===== src/rtl/ff_tff.sv =====
// Positive-edge T flip-flop with asynchronous active-high reset to 0.
// Building block for the ripple-free ping-pong counter.
module ff_tff (
    input  logic clk,
    input  logic reset,
    input  logic t,
    output logic q
);

    always_ff @(posedge clk or posedge reset) begin
        if (reset) begin
            q <= 1'b0;
        end else if (t) begin
            q <= ~q;
        end
    end

endmodule


===== src/rtl/ff_counter_posedge.sv =====
// Free-running up/down (ping-pong) counter built from T flip-flops.
// Sweeps 0..MAX..0 forever; `forward` tells which way the next step goes.
module ff_counter_posedge #(
    parameter int WIDTH = 3
) (
    input  logic             clk,
    input  logic             reset,
    output logic [WIDTH-1:0] n,
    output logic             forward
);

    localparam logic [WIDTH-1:0] MAX = '1;

    logic [WIDTH-1:0] q;
    logic [WIDTH-1:0] up_en;
    logic [WIDTH-1:0] dn_en;
    logic [WIDTH-1:0] t;
    logic [WIDTH-1:0] n_next;
    logic             forward_next;

    // Bit i toggles counting up when all lower bits are 1, down when all are 0.
    assign up_en[0] = 1'b1;
    assign dn_en[0] = 1'b1;

    for (genvar i = 1; i < WIDTH; i++) begin : g_chain
        assign up_en[i] = up_en[i-1] & q[i-1];
        assign dn_en[i] = dn_en[i-1] & ~q[i-1];
    end

    assign t = forward ? up_en : dn_en;

    for (genvar i = 0; i < WIDTH; i++) begin : g_bit
        ff_tff u_tff (
            .clk   (clk),
            .reset (reset),
            .t     (t[i]),
            .q     (q[i])
        );
    end

    // Value the flops will hold after this edge; endpoints are detected here
    // so the direction flips on the same edge the count reaches MAX or 0.
    assign n_next = q ^ t;

    always_comb begin
        forward_next = forward;
        if (n_next == MAX) begin
            forward_next = 1'b0;
        end else if (n_next == '0) begin
            forward_next = 1'b1;
        end
    end

    always_ff @(posedge clk or posedge reset) begin
        if (reset) begin
            forward <= 1'b1;
        end else begin
            forward <= forward_next;
        end
    end

    assign n = q;

endmodule


===== config.mk =====
export PLATFORM = sky130hd
export DESIGN_NAME = ff_counter_posedge
export DESIGN_NICKNAME = d
export VERILOG_FILES = /design/src/rtl/ff_tff.sv /design/src/rtl/ff_counter_posedge.sv
export SDC_FILE = /design/constraint.sdc
export NUM_CORES = 1
export LEC_CHECK = 0
export CORE_AREA = 2 2 39 41
export CTS_BUF_LIST = sky130_fd_sc_hd__clkbuf_4
export DETAILED_ROUTE_END_ITERATION = 16
export DIE_AREA = 0 0 41 43
export MAX_ROUTING_LAYER = met4
export SLEW_MARGIN = 20
export SYNTH_ARGS = -nofsm -noshare
export SYNTH_HDL_FRONTEND = slang
export SYNTH_HIERARCHICAL = 1
export SYNTH_SLANG_ARGS = --single-unit
export TNS_END_PERCENT = 30

===== constraint.sdc =====
create_clock -name clk -period 1.45 [get_ports clk]
set_input_delay 0.2175 -clock clk [delete_from_list [all_inputs] [get_ports clk]]
set_output_delay 0.2175 -clock clk [all_outputs]
set_load 0.03 [all_outputs]

==> results of run 1 <==
-- area by class of cell --
cell class                      instances  area [um^2]
Inverter                                4        15.01
Clock buffer                            4        30.03
Timing Repair Buffer                    7        58.81
Tap cell                               16        20.02
Multi-Input combinational cell         11        75.07
Sequential cell                         4        101.3
Fill cell                             161         1084
-- flip-flops by register name, summed over array words and instances (netlist names) --
| name | count |
|---|---|
| g_bit.u_tff/q | 3 |
| forward | 1 |
-- layer usage --
metal,vias up,GRT usage [%],part of all wire (%)
li1,78,-,-
met1,80,4.808,41
met2,7,5.938,48
met3,0,2.618,11
met4,0,12.00,0
met5,-,-,0
-- logic make-up after synthesis --
kind of cell / after synthesis / share of synthesized area, %
xor+xnor: 4 / 18.30
flops: 4 / 52.94
simple gates: 4 / 9.805
buf+inv: 4 / 7.841
compound gates: 2 / 9.152
other cells: 1 / 1.959
-- how the worst min path moves through the flow --
stage | start | endpoint | cells after the start
5_1_grt | reset | g_bit[1].u_tff/q | 2
3_5_place_dp | reset | g_bit[1].u_tff/q | 2
6_report | reset | g_bit[1].u_tff/q | 2
2_1_floorplan | reset | g_bit[0].u_tff/q | 1
3_3_place_gp | reset | g_bit[0].u_tff/q | 2
4_1_cts | reset | g_bit[1].u_tff/q | 2
-- metrics by stage --
stage / power (mW) / instance area [um^2] / setup slack (ns) / utilization [%] / std cells
finish: 0.8152 / 300.3 / 0.1924 / 21.70 / 46
global route: 0.8846 / 300.3 / 0.1494 / 21.70 / 46
CTS: 0.8341 / 300.3 / 0.1769 / 21.70 / 46
detailed placement: 0.6829 / 274.0 / 0.1672 / 19.80 / 42
global placement: 0.6798 / 274.0 / 0.1806 / 19.80 / 42
floorplan: 0.4974 / 191.4 / 0.2618 / - / 19
-- cell usage in the layout, fill, tap and decap left out --
cell type,instances
o21bai_1,1
clkbuf_4,4
nand2_1,2
dfstp_2,1
xnor2_1,1
buf_4,3
inv_1,4
conb_1,1
dlygate4sd2_1,3
clkdlybuf4s50_1,1
xor2_1,3
or3_1,1
dfrtp_1,3
nand3_1,1
a22o_2,1
-- timing repair --
item                                    CTS  global route
endpoints found under the hold margin     0             0
endpoints found under the setup margin    3             0
hold buffers                              0             0
gates resized for setup                   3             0
-- power by group --
part	switching [mW]	leakage, nW	internal, mW
clock	0.0474	0.0184	0.122
combinational	0.235	0.0926	0.180
sequential	0.0480	0.0455	0.183
==> results.py, run 1 <==
metrics = {
    "run_status": {
        "status": "complete, no violations",
    },
    "detailed_routing": {
        "post-route-drc-count": 0,
        "totalWireLength_um": 370,
        "viasPerCell": 3.587,
        "first_iter_violations": 2,
        "firstDrtPassIters": 4,
        "via_count": 165,
        "ant_nets": 0,
        "avgRoutedWirePerCell_um": 8.043,
    },
    "critical_path": {
        "r2r_cells": 4,
        "ff2ff_setup_slack_ns": 0.28,
        "critPathRequiredTime_ns": 1.23,
        "cp_cell_sequence": "dlygate4sd2_1",
        "timing.rr.end": "g_bit[2].u_tff/q",
        "path_class": "flip-flop to output pin",
        "startpoint": "g_bit[2].u_tff/q",
        "critical_path.endpoint": "n[2]",
        "cp-start-kind": "flip-flop",
        "path_max_fanout": 4,
        "worst-path-stages": 1,
        "cp_slowest_stage_delay_ns": 0.41,
        "r2r-start": "g_bit[0].u_tff/q",
        "cp_slowest_cell": "dlygate4sd2_1",
        "cp_top_family": "buffers and inverters",
        "crit_arrival_ns": 1.04,
        "cp_num_buf_inv": 1,
        "end_kind": "output pin",
    },
    "power": {
        "leakagePower_nw": 0.1565,
        "power.density_nw_per_um2": 2715,
        "ir_worst_vdd_mv": 0.3762,
    },
    "placement": {
        "port_buffers": 5,
        "globalplace.congestion": 0.5688,
        "place_hpwl_um": 269.5,
    },
    "floorplanning": {
        "coreArea_um2": 1384,
        "fp.dieW_um": 41,
        "start_util_pct": 13.83,
        "num_rows": 14,
        "die-area_um2": 1763,
        "boundaryPins": 6,
        "fp.dieH_um": 43,
    },
    "sta": {
        "whs_ns": 0.2215,
        "fin_crit_sh_pct": 86.73,
        "rsz0062_at_grt": "no",
        "max_clock_freq_mhz": 795.2,
        "fin_tns_setup_ns": 0,
        "fin_crit_ns": 1.258,
        "hold_violations": 0,
        "skew_ns": 0.004857,
        "slew_violations": 0,
        "setup-violations-final": 0,
    },
    "clock_tree": {
        "clockBufferDepth": 2,
        "cts_root_buf": "clkbuf_4",
        "cts_setup_buffers": 0,
        "cts.sinks": 4,
        "cts_made_buffers": 3,
        "cts_tree": "yes",
        "path_clk_slew_ns": 0.04,
        "cts-htree-levels": 1,
        "clock_latency_ns": 0.24,
    },
    "logic_synthesis": {
        "synth.most_common_cell": "inv_1",
        "seq_area_frac_synth_pct": 52.94,
        "syn_area_per_cell_um2": 10.08,
        "ys_top_cells_by_count": "inv_1, dfrtp_1, xor2_1, nand2_1",
        "ys_types": 11,
        "ys_ff_latch": 4,
        "synthArstFlopShare_pct": 100.0,
        "synthFlopType": "dfrtp_1",
        "syn_inst": 19,
        "syn_nets": 21,
        "synth_enable_flop_cells": 0,
        "syn_area_um2": 191.4,
        "synth_area_leaders": "dfrtp_1, dfstp_2, xor2_1",
        "ys_warn_count": 6,
        "synth_largest_area_cell": "dfrtp_1",
        "synth_top_area_share_pct": 39.22,
    },
    "global_routing": {
        "antenna_found_initial": 0,
        "grt.overflow.total": 0,
        "gr-usage-all-layers_pct": 5.858,
        "grt_max_degree": 7,
        "grt_pass1_wl_um": 538,
        "grt_pass1_vias": 144,
    },
    "layout": {
        "antennaDiodeCount": 0,
        "drive_gt1_share_pct": 30.00,
        "fin_nets": 33,
        "layout-area-overhead-vs-synth_pct": 56.86,
    },
    "job": {
        "cap_violations": 0,
    },
    "min_path": {
        "hp-class": "input port to async pin",
    },
}
No activity file was read; power rests on OpenSTA's default activity.
==> run 2: changes to the inputs <==
--- a/config.mk
+++ b/config.mk
@@ -5,6 +5,7 @@
 export SDC_FILE = /design/constraint.sdc
 export NUM_CORES = 1
 export LEC_CHECK = 0
+export ABC_CLOCK_PERIOD_IN_PS = 1450
 export CORE_AREA = 2 2 39 41
 export CTS_BUF_LIST = sky130_fd_sc_hd__clkbuf_4
 export DETAILED_ROUTE_END_ITERATION = 16
==> results of run 2 <==
Final layout, timing and power as in run 1 (identical DEF).
==> run 3: changes to the inputs <==
--- a/config.mk
+++ b/config.mk
@@ -11,6 +11,7 @@
 export DETAILED_ROUTE_END_ITERATION = 16
 export DIE_AREA = 0 0 41 43
 export MAX_ROUTING_LAYER = met4
+export SETUP_SLACK_MARGIN = 0.3
 export SLEW_MARGIN = 20
 export SYNTH_ARGS = -nofsm -noshare
 export SYNTH_HDL_FRONTEND = slang
==> run 3 against run 2 <==
Against the previous run: register-to-register slack better by 0.03 ns; die area stayed put; setup slack better by 0.10 ns; power increased by 2.2%; clock skew increased by 0.0015 ns; clock power rose by 2%; cell count grew 2.2%; largest cell class unchanged.
==> results.py, run 3 (synthesized netlist as in run 1, its figures left out) <==
metrics = {
    "clock_tree": {
        "clock_latency_ns": 0.24,
        "path_clk_slew_ns": 0.04,
        "cts.sinks": 4,
        "cts_tree": "yes",
        "cts_root_buf": "clkbuf_4",
        "cts_made_buffers": 3,
        "cts_setup_buffers": 0,
        "cts-htree-levels": 1,
        "clockBufferDepth": 2,
    },
    "critical_path": {
        "end_kind": "output pin",
        "cp-start-kind": "flip-flop",
        "cp_cell_sequence": "buf_2",
        "path_class": "flip-flop to output pin",
        "path_max_fanout": 2,
        "cp_slowest_cell": "dfstp_2",
        "cp_num_buf_inv": 1,
        "cp_top_family": "flip-flops",
        "critPathRequiredTime_ns": 1.23,
        "crit_arrival_ns": 0.94,
        "cp_slowest_stage_delay_ns": 0.52,
    },
    "min_path": {
        "hp-class": "input port to async pin",
    },
    "sta": {
        "skew_ns": 0.006401,
        "slew_violations": 0,
        "hold_violations": 0,
        "setup-violations-final": 0,
        "fin_crit_sh_pct": 79.57,
        "rsz0062_at_grt": "yes",
        "fin_crit_ns": 1.154,
        "fin_tns_setup_ns": 0,
        "max_clock_freq_mhz": 866.7,
    },
    "global_routing": {
        "grtUsageMet2_pct": 6.250,
        "grt.overflow.total": 0,
        "grt_pass1_wl_um": 641,
        "grt_max_degree": 6,
        "gr-usage-all-layers_pct": 5.986,
        "grt_pass1_vias": 171,
        "antenna_found_initial": 0,
        "busiest_layer": "met1",
        "gr-usage-met3_pct": 4.712,
        "use_met1_pct": 7.468,
    },
    "layout": {
        "drive_gt1_share_pct": 41.94,
        "nFillCells": 151,
        "antennaDiodeCount": 0,
        "fin_nets": 34,
        "ff_latch_area_um2": 102.6,
        "final_cell_mix": "inv_1, clkbuf_4, xor2_1, buf_4",
        "stdcell_count": 47,
        "reg_top3": "g_bit.u_tff/q (3), forward (1)",
        "largest_register": "g_bit.u_tff/q",
        "layout-area-overhead-vs-synth_pct": 60.13,
        "multi_input_area_um2": 75.07,
        "largest_reg_flops": 3,
    },
    "power": {
        "leakagePower_nw": 0.1562,
        "ir_worst_vdd_mv": 0.6353,
        "power.density_nw_per_um2": 2718,
    },
    "detailed_routing": {
        "first_iter_violations": 3,
        "viasPerCell": 3.277,
        "firstDrtPassIters": 3,
        "totalWireLength_um": 357,
        "via_count": 154,
        "ant_nets": 0,
        "post-route-drc-count": 0,
        "avgRoutedWirePerCell_um": 7.596,
    },
    "floorplanning": {
        "coreArea_um2": 1384,
        "num_rows": 14,
        "die-area_um2": 1763,
        "fp.dieH_um": 43,
        "start_util_pct": 13.83,
        "fp.dieW_um": 41,
        "boundaryPins": 6,
    },
    "run_status": {
        "status": "complete, no violations",
    },
    "job": {
        "cap_violations": 0,
    },
    "placement": {
        "port_buffers": 5,
        "dp.cells": 43,
        "place_hpwl_um": 265.6,
        "globalplace.congestion": 0.6209,
    },
}
run 3: cell count changes in the layout (fill, tap and decap cells not counted), sizes merged:
| cell | before | now |
|---|---|---|
| dlygate4sd2 | 3 | 0 |
| buf | 3 | 5 |
| clkdlybuf4s15 | 0 | 2 |
run 3: what timing repair did:
item	CTS	global route
hold buffers	0	0
endpoints found under the setup margin	5	5
resized for setup	12	3
pin swaps	0	2
run 3: final timing paths:
kind	startpoint	end	slack, ns	cells after the start
setup / recovery	forward	forward	0.30	1
hold / removal	reset	g_bit[0].u_tff/q	0.21	2
setup reg to reg	g_bit[1].u_tff/q	g_bit[2].u_tff/q	0.31	4
hold reg to reg	g_bit[2].u_tff/q	g_bit[2].u_tff/q	0.52	1
max in group asynchronous	reset	forward	1.04	2
min in group clk	g_bit[2].u_tff/q	g_bit[2].u_tff/q	0.52	1
run 3: where the power goes:
group          total (mW)  leakage, nW  internal, mW  switching (mW)
sequential          0.221       0.0445         0.184          0.0372
clock               0.173       0.0184         0.122          0.0512
combinational       0.438       0.0933         0.194           0.244
total               0.833        0.156         0.500           0.333
run 3: cell type report:
class	count	area share, %
timing repair buffer	8	20.82
clock buffer	4	9.796
sequential	4	33.47
multi-input combinational	11	24.49
tap	16	6.531
inverter	4	4.898
run 3: routing by layer:
metal	share of wire [%]	routed length, um
met5	0	0
met4	0	0
met3	9.8	35
met2	41	146
met1	49	175
run 3: metrics by stage:
step,util (%),power [mW],hold slack (ns),instance area [um^2],worst slack [ns]
floorplan,-,0.5009,-0.05379,192.7,0.3112
global placement,20.61,0.6960,0.4752,285.3,0.07374
detailed placement,20.61,0.7012,0.4673,285.3,0.06530
CTS,22.51,0.8544,0.2124,311.5,0.2539
global route,22.15,0.9018,0.2237,306.5,0.2435
finish,22.15,0.8330,0.2144,306.5,0.2962
